<file path="src/rtl/conv_window_sequencer.sv">
// rtl/conv_window_sequencer.sv - 3x3 window sequencer for line-buffered convolution (optional abort: CONV_SEQ_ABORT_EN)
module conv_window_sequencer #(
  parameter int IMG_W = 512,
  parameter int IMG_H = 512,
  parameter int PIX_W = 8
) (
  input  logic                     clk,
  input  logic                     rst_n,
  input  logic                     start,
  input  logic                     pix_in_valid,
  input  logic [PIX_W-1:0]         pix_in_data,
  output logic                     pix_in_ready,
  output logic                     lb_wr_en,
  output logic [$clog2(IMG_W)-1:0] lb_wr_addr,
  output logic [PIX_W-1:0]         lb_wr_data,
  output logic [1:0]               lb_sel,
  output logic                     win_valid,
  input  logic                     win_ready,
  output logic [$clog2(IMG_W)-1:0] win_col,
  output logic [$clog2(IMG_H)-1:0] win_row,
  output logic                     busy,
  output logic                     frame_done
`ifdef CONV_SEQ_ABORT_EN
  ,
  input  logic                     abort
`endif
);

  localparam int CW = $clog2(IMG_W);
  localparam int RW = $clog2(IMG_H);

  typedef enum logic [1:0] {
    IDLE  = 2'd0,
    RUN   = 2'd1,
    DRAIN = 2'd2,
    DONE  = 2'd3
  } state_t;

  state_t        state;
  state_t        state_nxt;
  logic [CW-1:0] col;
  logic [RW-1:0] row;
  logic          accept;
  logic          col_last;
  logic          row_last;
  logic          win_hit;
  logic          abort_hit;

`ifdef CONV_SEQ_ABORT_EN
  assign abort_hit = abort & (state != IDLE);
`else
  assign abort_hit = 1'b0;
`endif

  // A pixel is only taken while running and while no window is stuck at the output
  assign pix_in_ready = (state == RUN) & (~win_valid | win_ready);
  assign accept       = pix_in_valid & pix_in_ready;
  assign col_last     = (col == CW'(IMG_W - 1));
  assign row_last     = (row == RW'(IMG_H - 1));
  assign win_hit      = accept & (row >= RW'(2)) & (col >= CW'(2));

  assign lb_wr_en     = accept;
  assign lb_wr_addr   = col;
  assign lb_wr_data   = pix_in_data;
  assign busy         = (state != IDLE);
  assign frame_done   = (state == DONE);

  // State register
  always_ff @(posedge clk or negedge rst_n) begin
    if (!rst_n) begin
      state <= IDLE;
    end else begin
      state <= state_nxt;
    end
  end

  // Next-state logic; abort overrides every other transition
  always_comb begin
    state_nxt = state;
    case (state)
      IDLE:    if (start) state_nxt = RUN;
      RUN:     if (accept && col_last && row_last) state_nxt = DRAIN;
      DRAIN:   if (!win_valid || win_ready) state_nxt = DONE;
      DONE:    state_nxt = IDLE;
      default: state_nxt = IDLE;
    endcase
    if (abort_hit) state_nxt = IDLE;
  end

  // Raster position and line-buffer bank rotation
  always_ff @(posedge clk or negedge rst_n) begin
    if (!rst_n) begin
      col    <= '0;
      row    <= '0;
      lb_sel <= 2'd0;
    end else if (abort_hit || (state == IDLE && start)) begin
      col    <= '0;
      row    <= '0;
      lb_sel <= 2'd0;
    end else if (accept) begin
      if (col_last) begin
        col    <= '0;
        row    <= row_last ? '0 : row + RW'(1);
        lb_sel <= (lb_sel == 2'd2) ? 2'd0 : lb_sel + 2'd1;
      end else begin
        col <= col + CW'(1);
      end
    end
  end

  // Window handshake: coordinates load only when a new window arrives
  always_ff @(posedge clk or negedge rst_n) begin
    if (!rst_n) begin
      win_valid <= 1'b0;
      win_col   <= '0;
      win_row   <= '0;
    end else if (abort_hit) begin
      win_valid <= 1'b0;
    end else if (win_hit) begin
      win_valid <= 1'b1;
      win_col   <= col - CW'(1);
      win_row   <= row - RW'(1);
    end else if (win_ready) begin
      win_valid <= 1'b0;
    end
  end

endmodule

</file>
<file path="config.mk">
export PLATFORM = sky130hd
export DESIGN_NAME = conv_window_sequencer
export DESIGN_NICKNAME = d
export VERILOG_FILES = /design/src/rtl/conv_window_sequencer.sv
export SDC_FILE = /design/constraint.sdc
export NUM_CORES = 1
export LEC_CHECK = 0
export CORE_MARGIN = 1.5
export CORE_UTILIZATION = 55
export DETAILED_ROUTE_END_ITERATION = 8
export PLACE_DENSITY = 0.86
export RECOVER_POWER = 25
export SYNTH_ARGS = -nofsm -noshare
export SYNTH_HDL_FRONTEND = slang
export SYNTH_SLANG_ARGS = --single-unit
</file>
<file path="constraint.sdc">
create_clock -name clk -period 4.4 [get_ports clk]
set_clock_uncertainty 0.1 [all_clocks]
set_input_delay 1.32 -clock clk [delete_from_list [all_inputs] [get_ports clk]]
set_output_delay 1.32 -clock clk [all_outputs]
set_load 0.02 [all_outputs]
</file>
### After elaboration in Yosys (flattened, before gate mapping)

Index checks and enable logic that the tools add are counted.

| word-level totals | value |
|---|---|
| output and inout bits | 42 |
| register bits | 41 |
| bits of input ports | 13 |
| logic and storage cells | 58 |

| cells by class | value |
|---|---|
| bitwise logic cells | 6 |
| reduce and logical (&&, ||, !) cells | 12 |
| equality and inequality tests | 9 |
| magnitude comparators | 2 |
| $add $sub $neg | 5 |
| muxes and demuxes | 17 |

Operators by type and width:

| kind | count |
|---|---|
| 9-bit 2-to-1 mux | 7 |
| 9-bit by 1-bit adder with 9-bit output (second input constant) | 2 |
| 9-bit equality test (second input constant) | 2 |
| 9-bit by 2-bit >= comparator with 1-bit output (second input constant) | 2 |
| 9-bit by 1-bit subtractor with 9-bit output (second input constant) | 2 |
| 2-bit 2-to-1 mux | 7 |
| 2-bit case mux with 4 select lines | 1 |
| 2-bit nonzero test | 4 |
| 2-bit equality test (second input constant) | 3 |
| 1-bit bitwise AND | 4 |
| 2-bit != test (second input constant) | 2 |
| 1-bit logical AND | 3 |
| 3-bit AND reduction | 1 |
| 2-bit by 1-bit adder with 2-bit output (second input constant) | 1 |
| 2-bit by 1-bit equality test with 1-bit output (second input constant) | 1 |
| 2-bit zero test | 1 |
| 1-bit 2-to-1 mux | 2 |
| 2-bit by 1-bit != test with 1-bit output (second input constant) | 1 |
| 2-bit AND reduction | 1 |
| 1-bit zero test | 1 |
| 1-bit logical OR | 1 |
| 1-bit NOT | 1 |
| 1-bit bitwise OR | 1 |

### Logic depth before layout (Yosys ltp)

| depth | value |
|---|---|
| depth after elaboration | 8 |
| mapped depth | 9 |

### Least setup slack after synthesis

No wires, ideal clock.

| timing path | value |
|---|---|
| path kind | in2out |
| start point | input win_ready |
| end point | output lb_wr_en |
| arrival time | 1883 ps |
| path slack | 1097 ps |
| stages | 4 |
| data required time | 2980 ps |
| path buffers | 1 |
| cells stage by stage | nand2b_1 buf_4 nand3_4 clkinv_2 |

| on the way | value |
|---|---|
| longest elaborated chain between the ends | 3 |

RTL lines:

| what | RTL line | source |
|---|---|---|
| start: declaration | 18 | `input logic win_ready,` |
| 1-bit bitwise OR | 56 | `assign pix_in_ready = (state == RUN) & (~win_valid \| win_ready);` |
| 1-bit bitwise AND | 56 |  |
| 1-bit bitwise AND | 57 | `assign accept = pix_in_valid & pix_in_ready;` |
| end: declaration | 13 | `output logic lb_wr_en,` |

Every way passes these cells.

### Final worst setup path

Ends and elaborated chain as after synthesis.

==> out/qor.txt <==
static leakage: 1.335 nW
Sequential Area: 0.001026 sq mm
Fill cells: 353
CP Capture Type: output pin
Worst EP required: 2.98 ns
Final ANT Viol Nets: 0
Core ar.: 0.004354 sq mm
Std-Cell Rows: 24
post-DP HPWL: 3418 um
clock transition at the registers of the reported paths: 0.07 ns
final std cells w/o fill: 326
DR pass1 iterations: 4
Setup Buffers After CTS: 0
die area: 0.004944 sq mm
Buf/Inv on CP: 3
Fin Setup TNS: 0 ns
Final Hold Fails: 0
setup violators final: 0
CTS H-tree lvls: 2
Syn Nets: 273
TritonCTS Sinks: 41
status: finished, violations left
Diodes inserted: 0
largest net degree at the start of global routing: 42
worst slew pin tran: 2.165 ns
Die Wd: 70.32 um
DRC: 0
Max transition margin: -44.30%
startpoint types: input port
number of port buffers: 38
global-route wire length before repair: 8328 um
Nets: 300
ys async rst share: 100.0%
Warnings, synthesis: 0
latest clock arrival within the worst-skew pair: 0.30 ns
RSZ-0062 raised after global routing: false
crit-path most repeated cell: clkdlybuf4s50_1
total CTS buffers: 5
Synth-to-Final Area Change: 16.01%
Ports: 55
WP data arrival: 2.77 ns
Final GP Congestion: 0.8299
slowest cell on the critical path: clkdlybuf4s50_1
maxcap violations: 1
layout cells sized above 1: 13.50%
VDD IR-drop max: 0.0002336 V
initial antenna violation count: 0
vias in the first global route: 1754
die height: 70.32 um
final WL: 4852 um
pins over their slew limit: 42
CTS-repair resized insts: 0
Starting Density: 57.24%
critical-path cell list: clkdlybuf4s50_1 -> nand2b_1 -> nand3_4 -> clkinv_2 -> clkdlybuf4s50_1
Seq cells post-synth: 41
Hold Crit Class: reg2reg
crit path kind: in2out
CP max FO: 10
Post-Synth XOR/XNOR Area: 4.568%
vias after detailed routing: 1894
period utilisation layout: 95.23%
post-route minimum period: 4.190 ns
main combinational cell family by area after synthesis: simple AND/OR/NAND/NOR gates
Compound-Gate Fraction of Synth Area: 8.835%
Synth Area in Adders: 6.526%
GRT overflow: 0
dominant synthesized flop cell: dfrtp_1
Post-Syn Area: 0.002492 sq mm
drt first-iter violations: 111
Power Dens Cells: 319.0 mW/mm^2
# hold bufs at CTS: 0
CTS root buffer: clkbuf_8
worst stage delay on the critical path: 0.60 ns
Mapped Cells: 247
gr usage total: 21.04%
Mean Syn Cell Area: 10.09 sq um
Synth Area in Simple Gates: 21.13%
violated checks: capacitance limit, slew limit
fin util: 66.41%
Via density: 5.810
dpl cells: 319
cell family with most CP delay: buffers and inverters
CTS tree: done
CTS Buffer Depth: 2
post-synthesis mux area share: 9.940%
DR WL/cell: 14.88 um
WHS: 0.4038 ns
multi-input logic area: 0.001271 sq mm
Post-synth EDFFs: 0
Fmax: 0.2387 GHz
commonest non-fill, non-tap cell in the layout: dfrtp_1
commonest non-fill, non-tap cells in the layout: dfrtp_1 (41), clkdlybuf4s50_1 (37), a21oi_1 (22), nand2_1 (21), ha_1 (13)
sequential-to-total area share from yosys stat: 41.16%
distinct cell type count after synthesis: 43
metal layers:
metal / GRT usage, % / wire (um) / vias to the layer above
met5: 0 / 0 / -
met2: 32.29 / 2375 / 58
met3: 4.040 / 267 / 6
met1: 29.67 / 2146 / 920
met4: 7.692 / 63 / 0
li1: - / - / 910
cell families after synthesis:
logic type	count (synthesis)
multiplexers	20
XOR/XNOR	13
buffers and inverters	33
adder cells (fa/ha/maj)	13
AND/OR/NAND/NOR	86
AO/OA/AOI/OAI	41
flip-flops	41
power by group:
group          internal, mW  total [mW]  switching, mW  leakage [nW]
Sequential            0.397       0.459         0.0619         0.549
Clock                 0.124       0.250          0.126        0.0443
Combinational         0.101       0.213          0.112         0.741
Total                 0.623       0.922          0.300          1.33
worst paths after layout:
kind | slack [ns] | cells after the start | to | startpoint
max in group asynchronous | 1.42 | 1 | win_col[5] | rst_n
hold / removal | 0.40 | 1 | win_row[0] | win_row[0]
min in group asynchronous | 1.55 | 1 | lb_wr_addr[3] | rst_n
setup / recovery | 0.21 | 5 | lb_wr_en | win_ready
setup reg to reg | 1.61 | 7 | row[6] | lb_wr_addr[2]
hold reg to reg | 0.40 | 1 | win_row[0] | win_row[0]
through the flow:
stage | setup WS, ns | total power, mW | area, sq um
final | 0.2098 | 0.9224 | 2892
after global routing | 0.1313 | 0.9718 | 2892
after CTS | 0.2038 | 0.9267 | 2893
after detailed placement | 0.2033 | 0.6804 | 2806
after global placement | 0.2345 | 0.6733 | 2806
after floorplan | 1.097 | 0.6100 | 2492
flip-flops by register name (all words and copies together), names as in the netlist:
register	cells
lb_wr_addr	9
lb_sel	2
win_row	9
state	2
win_valid	1
win_col	9
row	9
Yosys cell counts, types with 3 or more instances:
master / n / area, sq um
or4_1: 5 / 37.54
nor2_1: 12 / 45.04
a31oi_1: 4 / 25.02
a21oi_1: 22 / 110.1
o21ai_0: 12 / 60.06
xor2_1: 4 / 35.03
inv_1: 11 / 41.29
nand2_1: 21 / 78.83
mux2i_1: 3 / 30.03
buf_2: 4 / 20.02
dfrtp_1: 41 / 1026
mux2_2: 9 / 101.4
nor3_1: 5 / 25.02
or3_1: 5 / 31.28
clkbuf_1: 5 / 18.77
mux2_4: 7 / 105.1
nand3_1: 10 / 50.05
ha_1: 13 / 162.7
xnor2_1: 9 / 78.83
buf_4: 9 / 67.56
and2_1: 3 / 18.77
nand4b_1: 3 / 26.28
cell type report:
class / count / area share (%)
well taps: 52 / 2.250
multi-input cells: 173 / 43.96
inverters: 12 / 1.601
clock buffers: 7 / 2.986
flip-flops and latches: 41 / 35.48
repair buffers: 41 / 13.72
Power figures use the tool's default switching activity.
